### src/rtl/nibble_bist_pkg.sv
// Shared types and defaults for the nibble adder self-test initiator.
package nibble_bist_pkg;

   localparam int DEF_WIDTH = 4;
   localparam int DEF_ERR_W = 8;

   typedef enum logic [1:0] {
      IDLE  = 2'd0,
      RUN   = 2'd1,
      DRAIN = 2'd2,
      DONE  = 2'd3
   } bist_state_e;

   typedef struct packed {
      logic                 valid;
      logic [DEF_WIDTH-1:0] exp;
      logic [DEF_WIDTH-1:0] a;
      logic [DEF_WIDTH-1:0] b;
   } pipe_entry_t;

endpackage

### src/rtl/bist_expect_pipe.sv
// Expected-result delay line; each entry surfaces at the tail exactly LATENCY
// edges after it was pushed, lining up with the adder's registered sum.
module bist_expect_pipe
   import nibble_bist_pkg::*;
#(
   parameter int  LATENCY = 1,
   parameter type entry_t = pipe_entry_t
) (
   input  logic   clk,
   input  logic   clr,
   input  entry_t push,
   output entry_t tail
);

   entry_t stage [LATENCY];

   always_ff @(posedge clk) begin
      if (clr) begin
         for (int i = 0; i < LATENCY; i++) begin
            stage[i] <= '0;
         end
      end else begin
         stage[0] <= push;
         for (int i = 1; i < LATENCY; i++) begin
            stage[i] <= stage[i-1];
         end
      end
   end

   assign tail = stage[LATENCY-1];

endmodule

### src/rtl/nibble_adder_bist.sv
// Exhaustive self-test initiator for the registered nibble adder: sweeps every
// (a, b) pair, checks the returned sum and records the error count and first failure.
//
// state | meaning
// IDLE  | waiting for start, outputs quiet
// RUN   | presenting vector vec_cnt to the adder
// DRAIN | operands zero, waiting LATENCY cycles for the last sums
// DONE  | results held, start restarts the sweep
module nibble_adder_bist
   import nibble_bist_pkg::*;
#(
   parameter int WIDTH   = DEF_WIDTH,
   parameter int LATENCY = 1,
   parameter int ERR_W   = DEF_ERR_W
) (
   input  logic             clk,
   input  logic             reset,
   input  logic             start,
   output logic [WIDTH-1:0] op_a,
   output logic [WIDTH-1:0] op_b,
   input  logic [WIDTH-1:0] dut_sum,
   output logic             busy,
   output logic             done,
   output logic             pass,
   output logic [ERR_W-1:0] err_count,
   output logic [WIDTH-1:0] fail_a,
   output logic [WIDTH-1:0] fail_b
);

   localparam logic [1:0] S_IDLE  = IDLE;
   localparam logic [1:0] S_RUN   = RUN;
   localparam logic [1:0] S_DRAIN = DRAIN;
   localparam logic [1:0] S_DONE  = DONE;
   localparam int         DW      = (LATENCY > 1) ? $clog2(LATENCY) : 1;

   // Same layout as pipe_entry_t, sized for this instance's WIDTH.
   typedef struct packed {
      logic             valid;
      logic [WIDTH-1:0] exp;
      logic [WIDTH-1:0] a;
      logic [WIDTH-1:0] b;
   } entry_t;

   logic [1:0]         state;
   logic [1:0]         state_nxt;
   logic [2*WIDTH-1:0] vec_cnt;
   logic [DW-1:0]      drain_cnt;
   logic               first_fail;
   logic               run_start;
   logic               mismatch;
   entry_t             push;
   entry_t             tail;

   assign op_a = (state == S_RUN) ? vec_cnt[2*WIDTH-1:WIDTH] : '0;
   assign op_b = (state == S_RUN) ? vec_cnt[WIDTH-1:0]       : '0;

   always_comb begin
      state_nxt = state;
      run_start = 1'b0;
      case (state)
         S_IDLE, S_DONE: begin
            if (start) begin
               run_start = 1'b1;
               state_nxt = S_RUN;
            end
         end
         S_RUN: begin
            if (vec_cnt == '1) begin
               state_nxt = S_DRAIN;
            end
         end
         S_DRAIN: begin
            if (drain_cnt == '0) begin
               state_nxt = S_DONE;
            end
         end
         default: state_nxt = S_IDLE;
      endcase
   end

   always_comb begin
      push       = '0;
      push.valid = (state == S_RUN);
      push.exp   = op_a + op_b;
      push.a     = op_a;
      push.b     = op_b;
   end

   assign mismatch = tail.valid && (dut_sum != tail.exp);

   bist_expect_pipe #(
      .LATENCY (LATENCY),
      .entry_t (entry_t)
   ) u_expect_pipe (
      .clk  (clk),
      .clr  (reset || run_start),
      .push (push),
      .tail (tail)
   );

   always_ff @(posedge clk) begin
      if (reset) begin
         state      <= S_IDLE;
         vec_cnt    <= '0;
         drain_cnt  <= '0;
         first_fail <= 1'b0;
         busy       <= 1'b0;
         done       <= 1'b0;
         pass       <= 1'b0;
         err_count  <= '0;
         fail_a     <= '0;
         fail_b     <= '0;
      end else begin
         state <= state_nxt;
         busy  <= (state_nxt == S_RUN) || (state_nxt == S_DRAIN);
         done  <= (state_nxt == S_DONE);
         if (run_start) begin
            vec_cnt    <= '0;
            first_fail <= 1'b0;
            pass       <= 1'b0;
            err_count  <= '0;
            fail_a     <= '0;
            fail_b     <= '0;
         end else begin
            if (state == S_RUN) begin
               vec_cnt <= vec_cnt + (2*WIDTH)'(1);
               if (vec_cnt == '1) begin
                  drain_cnt <= DW'(LATENCY - 1);
               end
            end
            if (state == S_DRAIN && drain_cnt != '0) begin
               drain_cnt <= drain_cnt - DW'(1);
            end
            if (mismatch) begin
               if (err_count != '1) begin
                  err_count <= err_count + ERR_W'(1);
               end
               if (!first_fail) begin
                  first_fail <= 1'b1;
                  fail_a     <= tail.a;
                  fail_b     <= tail.b;
               end
            end
            // The final vector is judged on the same edge that enters DONE.
            if (state == S_DRAIN && state_nxt == S_DONE) begin
               pass <= (err_count == '0) && !mismatch;
            end
         end
      end
   end

endmodule

### config.mk
export PLATFORM = sky130hd
export DESIGN_NAME = nibble_adder_bist
export DESIGN_NICKNAME = d
export VERILOG_FILES = /design/src/rtl/nibble_bist_pkg.sv /design/src/rtl/bist_expect_pipe.sv /design/src/rtl/nibble_adder_bist.sv
export SDC_FILE = /design/constraint.sdc
export NUM_CORES = 1
export LEC_CHECK = 0
export ABC_CLOCK_PERIOD_IN_PS = 1900
export CAP_MARGIN = 20
export CORE_MARGIN = 1
export CORE_UTILIZATION = 27
export CTS_CLUSTER_DIAMETER = 200
export DETAILED_ROUTE_END_ITERATION = 8
export SLEW_MARGIN = 20
export SYNTH_ARGS = -nofsm -noshare
export SYNTH_HDL_FRONTEND = slang
export SYNTH_SLANG_ARGS = --single-unit
### constraint.sdc
create_clock -name clk -period 1.9 [get_ports clk]
set_clock_uncertainty 0.05 [all_clocks]
set_input_delay 0.19 -clock clk [delete_from_list [all_inputs] [get_ports clk]]
set_output_delay 0.19 -clock clk [all_outputs]
set_load 0.02 [all_outputs]
### After elaboration in Yosys (flattened, before gate mapping)

Memory sizes are Yosys's and may differ from the RTL's.
Cells that the tools add are included.

| storage, ports and cells | value |
|---|---|
| memories | 1 |
| word-level logic and storage cells | 59 |
| register bits | 31 |
| output and inout bits | 27 |
| memory bits (writable) | 13 |
| input port bits | 7 |

| cells by class | value |
|---|---|
| bitwise operators | 2 |
| reductions and logical operators | 17 |
| eq/ne operators | 9 |
| add/sub/neg operators | 4 |
| mux-type cells | 16 |

Memories:

| name | words | bits a word | rd ports | clocked after memory_dff | write ports | line | source |
|---|---|---|---|---|---|---|---|
| u_expect_pipe.stage | 1 | 13 | 1 | 0 | 1 | bist_expect_pipe.sv:15 | `entry_t stage [LATENCY];` |

Operators by type and width:

| cell | number |
|---|---|
| 8-bit by 1-bit adder with 8-bit output (second input constant) | 2 |
| 13-bit 2-to-1 mux | 1 |
| 13-bit OR reduction | 1 |
| 1-bit 2-to-1 mux | 9 |
| 2-bit == test (second input constant) | 4 |
| 8-bit == test (second input constant) | 1 |
| 8-bit logical NOT | 1 |
| 4-bit 2-to-1 mux | 2 |
| 8-bit inequality test (second input constant) | 1 |
| 2-bit 2-to-1 mux | 3 |
| 2-bit case mux with 3 select lines | 1 |
| 4-bit adder | 1 |
| 2-bit by 1-bit == test with 1-bit output (second input constant) | 2 |
| 1-bit logical AND | 4 |
| 4-bit inequality test | 1 |
| 2-bit AND reduction | 2 |
| 2-bit nonzero test | 2 |
| 2-bit OR reduction | 2 |
| 3-bit AND reduction | 1 |
| 2-bit logical NOT | 1 |
| 1-bit logical OR | 2 |
| 1-bit NOT | 2 |
| 1-bit logical NOT | 1 |
| 1-bit subtractor (second input constant) | 1 |

### Logic depth before layout (Yosys ltp)

Gate-level depths: netlist (run 1).

| logic depth | value |
|---|---|
| depth in word-level cells | 7 |
| mapped depth | 11 |
| gate-level depth less buffers | 11 |

### Modules after synthesis

From an unflattened synthesis (run 1), not the netlist that was laid out.

| unflattened totals | value |
|---|---|
| cells, all modules | 222 |
| area, all modules | 2104.5 sq um |

By module, submodules not included:

| module | cells each | times used | area an instance (sq um) | seq. area each (sq um) |
|---|---|---|---|---|
| nibble_adder_bist | 195 | 1 | 1709.1 | 620.6 |
| bist_expect_pipe | 27 | 1 | 395.4 | 260.2 |

### Worst setup path before layout (run 1)

OpenSTA, ideal clock, no wires.

| path | value |
|---|---|
| path type | register to register |
| start point | register state[1] |
| end point | memory u_expect_pipe.stage[0][11] (netlist bit) |
| data required time | 1733 ps |
| library setup time | 117 ps |
| cell stages (with the launch flop) | 11 |
| period minus slack after synthesis | 1904 ps |
| arrival | 1736 ps |
| path buffers | 1 |
| slack | -4 ps |
| cell sequence | dfxtp_1 inv_1 ha_1 clkbuf_1 nand2_1 inv_1 ha_1 a21o_1 a21oi_1 xnor2_1 nor2_1 |

RTL lines:

| item | line | source |
|---|---|---|
| start: declaration | nibble_adder_bist.sv:44 | `logic [1:0] state;` |
| start signal: assignment | nibble_adder_bist.sv:114 | `state <= state_nxt;` |
| end: declaration | bist_expect_pipe.sv:15 |  |

### Worst setup path in the final report (run 1)

| path | value |
|---|---|
| start point | register state[1] |
| end point | register pass |

| between the ends | value |
|---|---|
| cells in the longest elaborated chain, start to end | 5 |
| elaborated cells on any way between the ends | 13 |
| classes of those cells | eq/ne: 4; mux: 5; reduce/logical: 4 |

RTL lines:

| item | line | source |
|---|---|---|
| 2-bit == test or 2-bit logical NOT (tied branches) | nibble_adder_bist.sv:60 | `case (state)` |
| 2-bit OR reduction | nibble_adder_bist.sv:60 |  |
| 2-bit case mux with 3 select lines * | nibble_adder_bist.sv:60 |  |
| net state_nxt[0] | nibble_adder_bist.sv:45 | `logic [1:0] state_nxt;` |
| 2-bit == test * | nibble_adder_bist.sv:145 | `if (state == S_DRAIN && state_nxt == S_DONE) begin` |
| 1-bit logical AND * | nibble_adder_bist.sv:145 |  |
| end signal: assignment | nibble_adder_bist.sv:146 | `pass <= (err_count == '0) && !mismatch;` |
| end: declaration | nibble_adder_bist.sv:24 | `output logic pass,` |

Mark *: on every way through the listed nets, which the timed path passes. The rest lies on a longest branch.
A chain may end at the register's enable or synchronous reset.

==> results.json, run 1 <==
{
  "endpoint_kind": "flip-flop",
  "worst_pin_slew_ns": 0.677,
  "grt_first_pass_wirelength_um": 7020,
  "crit_path_max_fanout": 6,
  "cp_top_family": "adder cells",
  "ys_types": 38,
  "synth-edff-count": 0,
  "grtUsageTotal_pct": 11.6,
  "die_area_um2": 8000,
  "min_period_over_period_pct": 97.7,
  "dp_slack_ns": -0.0453,
  "status": "completed",
  "synth_area_um2": 2060,
  "setup_slack_ns": 0.0438,
  "die_w_um": 89.4,
  "cp_data_arrival_time_ns": 2.00,
  "cts.htree.levels": 2,
  "cts_buffers": 5,
  "yosysSeqAreaShare_pct": 42.7,
  "slew_headroom_pct": 54.9,
  "irDropWorstVdd_uv": 345,
  "drt_iter0_drc": 109,
  "antenna_found_initial": 0,
  "crit_chain": "buf_4 -> ha_4 -> buf_6 -> nor2_2 -> a221oi_2 -> a21oi_2 -> ha_2 -> nand2_2 -> nor2_1 -> nand3_1 -> o21ai_1",
  "wl_um": 4400,
  "drv_cap": 0,
  "report.final.slew_viol_count": 0,
  "antenna_cells": 0,
  "design_area_um2": 2800,
  "cp-start-kind": "flip-flop",
  "gp_congestion": 0.787,
  "grt_pass1_vias": 1473,
  "fin_crit_ns": 1.86,
  "setup_violations": 0,
  "clkTransAtPathRegs_ns": 0.08,
  "crit_slowest_cell": "dfxtp_1",
  "reg2reg_slack_ns": 0.04,
  "viasPerCell": 4.48,
  "worst_hold_path_type": "reg -> reg",
  "async_flop_share_pct": 0,
  "syn_area_per_cell_um2": 9.02,
  "maxClockFrequency_ghz": 0.539,
  "port_buffers": 33,
  "max_stage_delay_ns": 0.32,
  "remaining_drc_errors": 0,
  "finalHoldViolCount": 0,
  "globalRouteOverflowTotal": 0,
  "cts_buffer_depth": 2,
  "routedWlPerCell_um": 11.8,
  "ctsHoldBuffers": 0,
  "io_pins": 34,
  "via_count": 1670,
  "grt_start_max_net_pins": 27,
  "num_rows": 31,
  "cts_tree": "yes",
  "core_um2": 7330,
  "grt_setup_unrepaired": "yes",
  "hold_ws_ns": 0.392,
  "nNetsFinal": 290,
  "area_growth_pct": 35.5,
  "p_per_area_nw_per_um2": 1020,
  "post_synth_inst_count": 229,
  "ant_nets": 0,
  "dieHeight_um": 89.4,
  "ys.flop_type": "dfxtp_1",
  "criticalPathCategory": "reg -> reg",
  "post_dp_cell_area_um2": 2590,
  "synth_warnings": 0,
  "p_leak_nw": 1.18,
  "root_buffer": "clkbuf_8",
  "dp_hpwl_um": 3150,
  "clk_latency_ns": 0.29,
  "dr.pass1.iters": 4,
  "ys_seq_elements": 44,
  "critical_path_required_ns": 2.04,
  "start_util_pct": 28.2,
  "path_buf_inv": 2,
  "drive_gt1_share_pct": 17.5,
  "synth_nets": 246,
  "cts.sinks": 44
}
[through the flow]
| step | setup TNS (ns) | instances | util (%) | total power [mW] |
|---|---|---|---|---|
| 3_3_place_gp | -0.00962 | 364 | 35.4 | 1.76 |
| 3_5_place_dp | -0.0453 | 364 | 35.4 | 1.76 |
| 6_report | 0 | 373 | 38.1 | 2.86 |
| 2_1_floorplan | 0 | 229 | - | 1.47 |
| 4_1_cts | 0 | 373 | 37.8 | 2.81 |
| 5_1_grt | -0.0391 | 373 | 38.1 | 3.01 |
[worst min-delay path: stages, from the launching register on]
cell and delay (ns):
dfxtp_1 0.30, nand3_1 0.05, o21ai_1 0.05
[report_power, final]
group	total [mW]	internal (mW)	switching [mW]
sequential	1.00	0.975	0.0290
clock	0.976	0.657	0.318
combinational	0.878	0.423	0.454
[state kept, by name, summed over array words and instances, names as in the netlist]
register and cells:
pass 1, fail_a 4, fail_b 4, u_expect_pipe.stage 13
state 2, vec_cnt 8, err_count 8, busy 1
done 1, first_fail 1, drain_cnt 1
[cells in the mapped netlist (2+ instances only)]
master	n	share of area [%]
inv_1	8	1.5
xnor2_1	6	2.5
nor3_1	2	0.48
nor2b_1	3	0.91
a41oi_2	2	1.6
nand2b_1	4	1.2
a41o_1	2	0.97
dfxtp_1	44	43
a211oi_1	2	0.73
and3_1	12	3.6
nor2_1	19	3.5
nand2_1	24	4.4
buf_2	4	0.97
o21ai_1	11	2.7
ha_1	9	5.5
and4_1	3	1.3
a21oi_1	5	1.2
nand4_1	5	1.5
xor2_1	7	3.0
a21o_1	2	0.73
mux2i_1	5	2.4
nand3_1	13	3.2
a31oi_1	2	0.61
buf_4	9	3.3
clkbuf_1	6	1.1
and2_1	8	2.4
[final cells by class]
| cell class | count | area [um^2] |
|---|---|---|
| Sequential cell | 44 | 882 |
| Multi-Input combinational cell | 157 | 1070 |
| Clock buffer | 5 | 68.8 |
| Tap cell | 99 | 124 |
| Timing Repair Buffer | 57 | 527 |
| Clock inverter | 3 | 90.1 |
| Inverter | 8 | 30.0 |
| Fill cell | 723 | 4530 |
[final timing paths]
kind,to,start,cells past startpoint
setup / recovery,pass,state[1],11
hold / removal,fail_b[2],u_expect_pipe.stage[0][2],2
setup reg to reg,pass,state[1],11
hold reg to reg,fail_b[2],u_expect_pipe.stage[0][2],2
[kinds of logic after synthesis]
family | synth area share [%]
xor+xnor | 5.52
simple gates | 24.6
fa+ha+maj | 6.42
buf+inv | 7.33
mux | 2.42
compound gates | 11.0
flops | 42.7
[placed cells by master, fill, tap and decap left out, drive strengths merged, types with 2 or more instances in the layout]
master	count
bufinv	3
a41oi	3
a41o	2
mux2i	5
a21oi	6
xnor2	6
and3	12
nand3	13
nand2b	4
nor3	2
o21ai	11
a31oi	2
nand2	24
a211oi	2
buf	24
clkbuf	6
and4	3
xor2	7
and2	8
inv	8
a21o	2
nor2b	3
dlygate4sd2	6
ha	9
nand4	6
nor2	19
clkdlybuf4s50	25
dfxtp	44
[metal layers]
layer  up-vias  track usage [%]  wire (um)
met5         -                0          0
met4         0             5.63         86
met3         6             3.79        187
met2        25             17.1       2020
met1       771             15.1       2110
li1        868                -          -
[what timing repair did]
action,CTS,global route
gates resized for setup,11,12
buffers inserted,1,0
setup endpoints to repair,9,9
pin swaps,1,2
cloned,0,0
Note: power is estimated with default switching activity, not from simulation.
==> inputs of run 2 (changes only) <==
- ABC_CLOCK_PERIOD_IN_PS: 1900 -> 1700
- clock period: 1.9 -> 1.7 ns (I/O delays scaled with it)
==> run 2 against run 1 <==
Against the previous run: the run now ends with negative setup slack left; first-iteration DRC count decreased by 65%; setup slack got worse by 0.17 ns; design area increased by 9.2%; clock power decreased by 18%; flip-flop and latch count unchanged; combinational power increased by 44%; sequential share of layout area decreased by 2.5 points; routed wire length increased by 6.7%; non-clock buffer count increased by 23; power increased by 11%; hold slack got worse by 0.0011 ns; core utilization increased by 3.5 points; largest power group is now combinational cells.
==> results.json, run 2 (synthesis results as in run 1) <==
{
  "dp_slack_ns": -0.143,
  "drt_iter0_drc": 38,
  "die_w_um": 89.4,
  "ant_nets": 0,
  "holdPathEnd": "fail_a[3]",
  "fin_cells": 396,
  "worst_pin_slew_ns": 0.343,
  "cts.sinks": 44,
  "grtUsageTotal_pct": 12.4,
  "worst_hold_path_type": "reg -> reg",
  "wl_um": 4700,
  "fin_crit_ns": 1.82,
  "setup_tns_ns": -0.306,
  "routedWlPerCell_um": 11.9,
  "mostFrequentLayoutCells": "42 x dfxtp_1, 38 x buf_4, 25 x clkdlybuf4s50_1",
  "min_from": "u_expect_pipe.stage[0][7]",
  "utilization_pct": 41.7,
  "largestRegisters": "u_expect_pipe.stage (13), err_count (8), vec_cnt (8)",
  "layout_commonest_cell": "dfxtp_1",
  "cts_buffers": 5,
  "cp_data_arrival_time_ns": 1.97,
  "clkTransAtPathRegs_ns": 0.09,
  "num-fill-cells": 703,
  "post_dp_cell_area_um2": 2820,
  "globalRouteOverflowTotal": 0,
  "endpoint_kind": "flip-flop",
  "crit_path_max_fanout": 7,
  "io_pins": 34,
  "area_growth_pct": 47.9,
  "critical_path_required_ns": 1.85,
  "setup_slack_ns": -0.122,
  "start_util_pct": 28.2,
  "dr.pass1.iters": 4,
  "via_count": 1808,
  "setup_violations": 5,
  "finalHoldViolCount": 0,
  "root_buffer": "clkbuf_8",
  "ctsHoldBuffers": 0,
  "grt_pass1_vias": 1707,
  "largest_reg_flops": 13,
  "die_area_um2": 8000,
  "core_um2": 7330,
  "dieHeight_um": 89.4,
  "cts_buffer_depth": 2,
  "cp-start-kind": "flip-flop",
  "hold_ws_ns": 0.391,
  "slew_headroom_pct": 77.1,
  "total_power_mw": 3.18,
  "remaining_drc_errors": 0,
  "dp_hpwl_um": 3410,
  "violations": "negative setup slack",
  "reg2reg_slack_ns": -0.12,
  "port_buffers": 33,
  "cts.htree.levels": 2,
  "maxClockFrequency_ghz": 0.549,
  "top_register": "u_expect_pipe.stage",
  "antenna_cells": 0,
  "r2r-start": "state[0]",
  "num_rows": 31,
  "grt_first_pass_wirelength_um": 7650,
  "reg2reg_depth": 11,
  "design_area_um2": 3050,
  "min_period_over_period_pct": 107,
  "drive_gt1_share_pct": 30.6,
  "grt_setup_unrepaired": "yes",
  "nNetsFinal": 313,
  "antenna_found_initial": 0,
  "gp_congestion": 0.792,
  "cts_tree": "yes",
  "irDropWorstVdd_uv": 412,
  "drv_cap": 0,
  "place_inst": 379,
  "p_leak_nw": 1.31,
  "clk_latency_ns": 0.30,
  "reg2reg_to": "pass",
  "criticalPathCategory": "reg -> reg",
  "viasPerCell": 4.57,
  "p_per_area_nw_per_um2": 1040,
  "holdPathStages": 2,
  "status": "complete, but fails checks",
  "report.final.slew_viol_count": 0,
  "grt_start_max_net_pins": 27
}
## run 2: worst max path at each step
stage / start / end / slack, ns / depth (start not counted)
6_report: state[0] / pass / -0.12 / 11
3_3_place_gp: state[0] / pass / -0.06 / 10
5_1_grt: state[0] / pass / -0.19 / 11
4_1_cts: state[0] / pass / -0.07 / 10
2_1_floorplan: state[1] / u_expect_pipe.stage[0][9] / -0.04 / 8
3_5_place_dp: state[0] / pass / -0.14 / 10
## run 2: what timing repair did
item | in CTS | in global routing
setup buffers | 6 | 3
pin swaps | 11 | 8
endpoints found under the setup margin | 13 | 11
gates resized for setup | 43 | 10
## run 2: power by group
group | internal (mW) | total [mW] | switching (mW) | leakage, nW
Combinational | 0.673 | 1.26 | 0.582 | 0.892
Clock | 0.436 | 0.798 | 0.362 | 0.0585
Sequential | 1.09 | 1.13 | 0.0338 | 0.356
Total | 2.20 | 3.18 | 0.978 | 1.31
## run 2: area by class of cell
| class | count | area [um^2] | share of cell area [%] |
|---|---|---|---|
| Multi-Input combinational cell | 157 | 1170 | 38.3 |
| Sequential cell | 44 | 886 | 29.0 |
| Timing Repair Buffer | 80 | 733 | 24.0 |
| Tap cell | 99 | 124 | 4.06 |
| Clock buffer | 5 | 68.8 | 2.25 |
| Clock inverter | 3 | 41.3 | 1.35 |
| Inverter | 8 | 32.5 | 1.07 |
## run 2: critical path, cell delays in order (launching register included)
cell and delay [ns]:
dfxtp_2 0.33, buf_6 0.11, ha_4 0.20, nand4_4 0.09, nor2_4 0.06, a2111oi_4 0.35
a21oi_1 0.09, ha_2 0.19, nand2_2 0.07, nor2_2 0.03, nand3_1 0.09, o21ai_1 0.07
## run 2: metal layers
metal  wire (um)  up-vias  GRT usage [%]
met5           0        -              0
met4          85        0           4.33
met3         172       10           3.23
met2        2250       36           21.3
met1        2190      846           14.9
li1            -      916              -
==> inputs of run 3 (changes only) <==
- SYNTH_HIERARCHICAL: unset -> 1
==> run 3 against run 2 <==
Against the previous run: the run still ends with negative setup slack left; maximum frequency grew 1.3%; global-route usage shrank 0.69 points; via count shrank 6.1%; die area grew 1.9%; hold slack gained 0.027 ns; register-to-register slack gained 0.02 ns; clock-buffer cell count grew 1; combinational power shrank 80%; non-clock buffer count shrank 5; design area grew 0.90%; flip-flop and latch count is the same; power shrank 35%; critical endpoint is now u_expect_pipe/stage[0][9]; largest cell class unchanged; highest routed layer unchanged.
==> results.json, run 3 <==
{
  "synth_most_common_cell": "dfxtp_1",
  "die_area_um2": 8150,
  "dieHeight_um": 90.3,
  "grt_start_max_net_pins": 18,
  "dp_slack_ns": -0.272,
  "nNetsFinal": 303,
  "critical_path_required_ns": 1.85,
  "cp_data_arrival_time_ns": 1.95,
  "grt_busiest_layer": "met2",
  "p_per_area_nw_per_um2": 673,
  "syn_area_per_cell_um2": 9.48,
  "gr-usage-met2_pct": 19.9,
  "cts.sinks": 44,
  "setup_slack_ns": -0.0991,
  "antenna_found_initial": 0,
  "min_period_over_period_pct": 106,
  "dp_hpwl_um": 3310,
  "globalRouteOverflowTotal": 0,
  "synth_nets": 239,
  "wl_um": 4610,
  "post_synth_inst_count": 222,
  "mostFrequentLayoutCells": "40 x dfxtp_1, 35 x buf_4, 23 x clkdlybuf4s50_1",
  "grt_setup_unrepaired": "yes",
  "status": "complete, but fails checks",
  "io_pins": 34,
  "root_buffer": "clkbuf_8",
  "worst_hold_path_type": "reg -> reg",
  "grt_pass1_vias": 1643,
  "cp_top_family": "adder cells",
  "cts_tree": "yes",
  "clk_latency_ns": 0.29,
  "hold_ws_ns": 0.418,
  "cts_buffers": 5,
  "max_stage_delay_ns": 0.51,
  "finalHoldViolCount": 0,
  "ys.flop_type": "dfxtp_1",
  "synth-edff-count": 0,
  "drt_iter0_drc": 33,
  "cts_buffer_depth": 2,
  "routedWlPerCell_um": 11.9,
  "setup_tns_ns": -0.768,
  "min_from": "u_expect_pipe/stage[0][0]",
  "top_register": "u_expect_pipe/stage",
  "grt_use_met3_pct": 3.87,
  "dr.pass1.iters": 6,
  "grt_first_pass_wirelength_um": 7660,
  "ant_nets": 0,
  "die_w_um": 90.3,
  "grt_util_met1_pct": 14.1,
  "design_area_um2": 3080,
  "post_dp_cell_area_um2": 2790,
  "cts.htree.levels": 2,
  "critPathLaunch": "state[0]",
  "layout_commonest_cell": "dfxtp_1",
  "antenna_cells": 0,
  "yosysSeqAreaShare_pct": 41.9,
  "report.final.slew_viol_count": 0,
  "crit_path_max_fanout": 8,
  "num-fill-cells": 713,
  "drv_cap": 0,
  "path_buf_inv": 3,
  "via_count": 1698,
  "worst_pin_slew_ns": 0.430,
  "start_util_pct": 28.4,
  "ys_seq_elements": 44,
  "remaining_drc_errors": 0,
  "violations": "negative setup slack",
  "synth_area_um2": 2100,
  "r2r-start": "state[0]",
  "p_leak_nw": 1.19,
  "criticalPathCategory": "reg -> reg",
  "async_flop_share_pct": 0,
  "ys_types": 44,
  "viasPerCell": 4.40,
  "largest_reg_flops": 13,
  "num_rows": 31,
  "crit_slowest_cell": "fa_2",
  "endpoint_kind": "flip-flop",
  "fin_crit_ns": 1.80,
  "yosys.area.top_type_share_pct": 41.9,
  "synth_warnings": 6,
  "clkTransAtPathRegs_ns": 0.09,
  "gp_congestion": 0.754,
  "area_growth_pct": 46.4,
  "slew_headroom_pct": 71.3,
  "largestRegisters": "u_expect_pipe/stage (13), err_count (8), vec_cnt (8)",
  "setup_violations": 25,
  "crit_chain": "ha_4 -> buf_6 -> and2_4 -> ha_4 -> inv_2 -> fa_2 -> inv_2 -> nor2b_4",
  "synth_commonest_cells": "44 x dfxtp_1, 15 x a21oi_1, 15 x nor2_1",
  "synth_area_leaders": "dfxtp_1 42%, ha_1 5.4%, xor2_1 4.2%, a21oi_1 3.6%, nor2b_2 3.3%",
  "port_buffers": 33,
  "maxClockFrequency_ghz": 0.556,
  "cp-start-kind": "flip-flop",
  "core_um2": 7410,
  "synth_top_area_cell": "dfxtp_1",
  "ctsHoldBuffers": 0,
  "grtUsageTotal_pct": 11.7,
  "drive_gt1_share_pct": 40.4,
  "reg2reg_slack_ns": -0.1,
  "irDropWorstVdd_uv": 265
}
## run 3: changes by cell type after synthesis, sizes merged, moves of 4 or more
cell    before  now
a21oi        6   15
and3        12    4
nor2        19   15
nor2b        3   14
nand3b       0    8
nand4        6    2
nand3       13    9
nand2       24    9
## run 3: area by class of cell
| type | instances | area (um^2) | area share, % |
|---|---|---|---|
| Tap cell | 99 | 124 | 4.02 |
| Clock inverter | 2 | 16.3 | 0.528 |
| Timing Repair Buffer | 75 | 664 | 21.6 |
| Inverter | 11 | 48.8 | 1.58 |
| Sequential cell | 44 | 893 | 29.0 |
| Multi-Input combinational cell | 149 | 1240 | 40.3 |
| Clock buffer | 6 | 93.8 | 3.05 |
## run 3: metal layers
metal / up-vias / part of all wire, %
met5: - / 0
met4: 0 / 0.83
met3: 4 / 3.0
met2: 26 / 50
met1: 785 / 46
li1: 883 / -
## run 3: cells by family (layout without fill, tap and decap cells)
group,count (synthesis),after routing,share of synthesized area [%]
and+or+nand+nor,83,83,25.1
DFF,44,44,41.9
AOI/OAI and AO/OA,39,39,11.4
buffers and inverters,29,94,8.03
xor gates and xnor gates,14,14,5.83
adders and majority gates,10,10,6.30
muxes,3,3,1.43
## run 3: final timing paths
| path | to | cells past startpoint |
|---|---|---|
| setup / recovery | u_expect_pipe/stage[0][9] | 8 |
| hold / removal | fail_b[0] | 2 |
| setup reg to reg | u_expect_pipe/stage[0][9] | 8 |
| hold reg to reg | fail_b[0] | 2 |
## run 3: tightest hold or removal path: cells and delay by family, from the launching register on
family | cells | cell delay [ns]
AOI/OAI and AO/OA | 1 | 0.05
DFF | 1 | 0.31
and+or+nand+nor | 1 | 0.07
## run 3: metrics by stage
stage,std cells,power [mW],utilization (%)
2_1_floorplan,222,1.19,-
3_3_place_gp,371,1.28,37.6
3_5_place_dp,371,1.28,37.6
4_1_cts,383,2.05,40.2
5_1_grt,386,2.16,41.6
6_report,386,2.07,41.6
## run 3: report_power, final
part           switching (mW)  internal, mW  total [mW]
Combinational           0.127         0.131       0.258
Clock                   0.382         0.384       0.766
Sequential             0.0124          1.04        1.05
Total                   0.521          1.55        2.07
## run 3: timing repair
action                                  in CTS  in global routing
gates resized for setup                     38                 30
pin swaps                                    9                  8
setup buffers                                4                  4
gates cloned                                 0                  0
endpoints found under the setup margin      30                 29
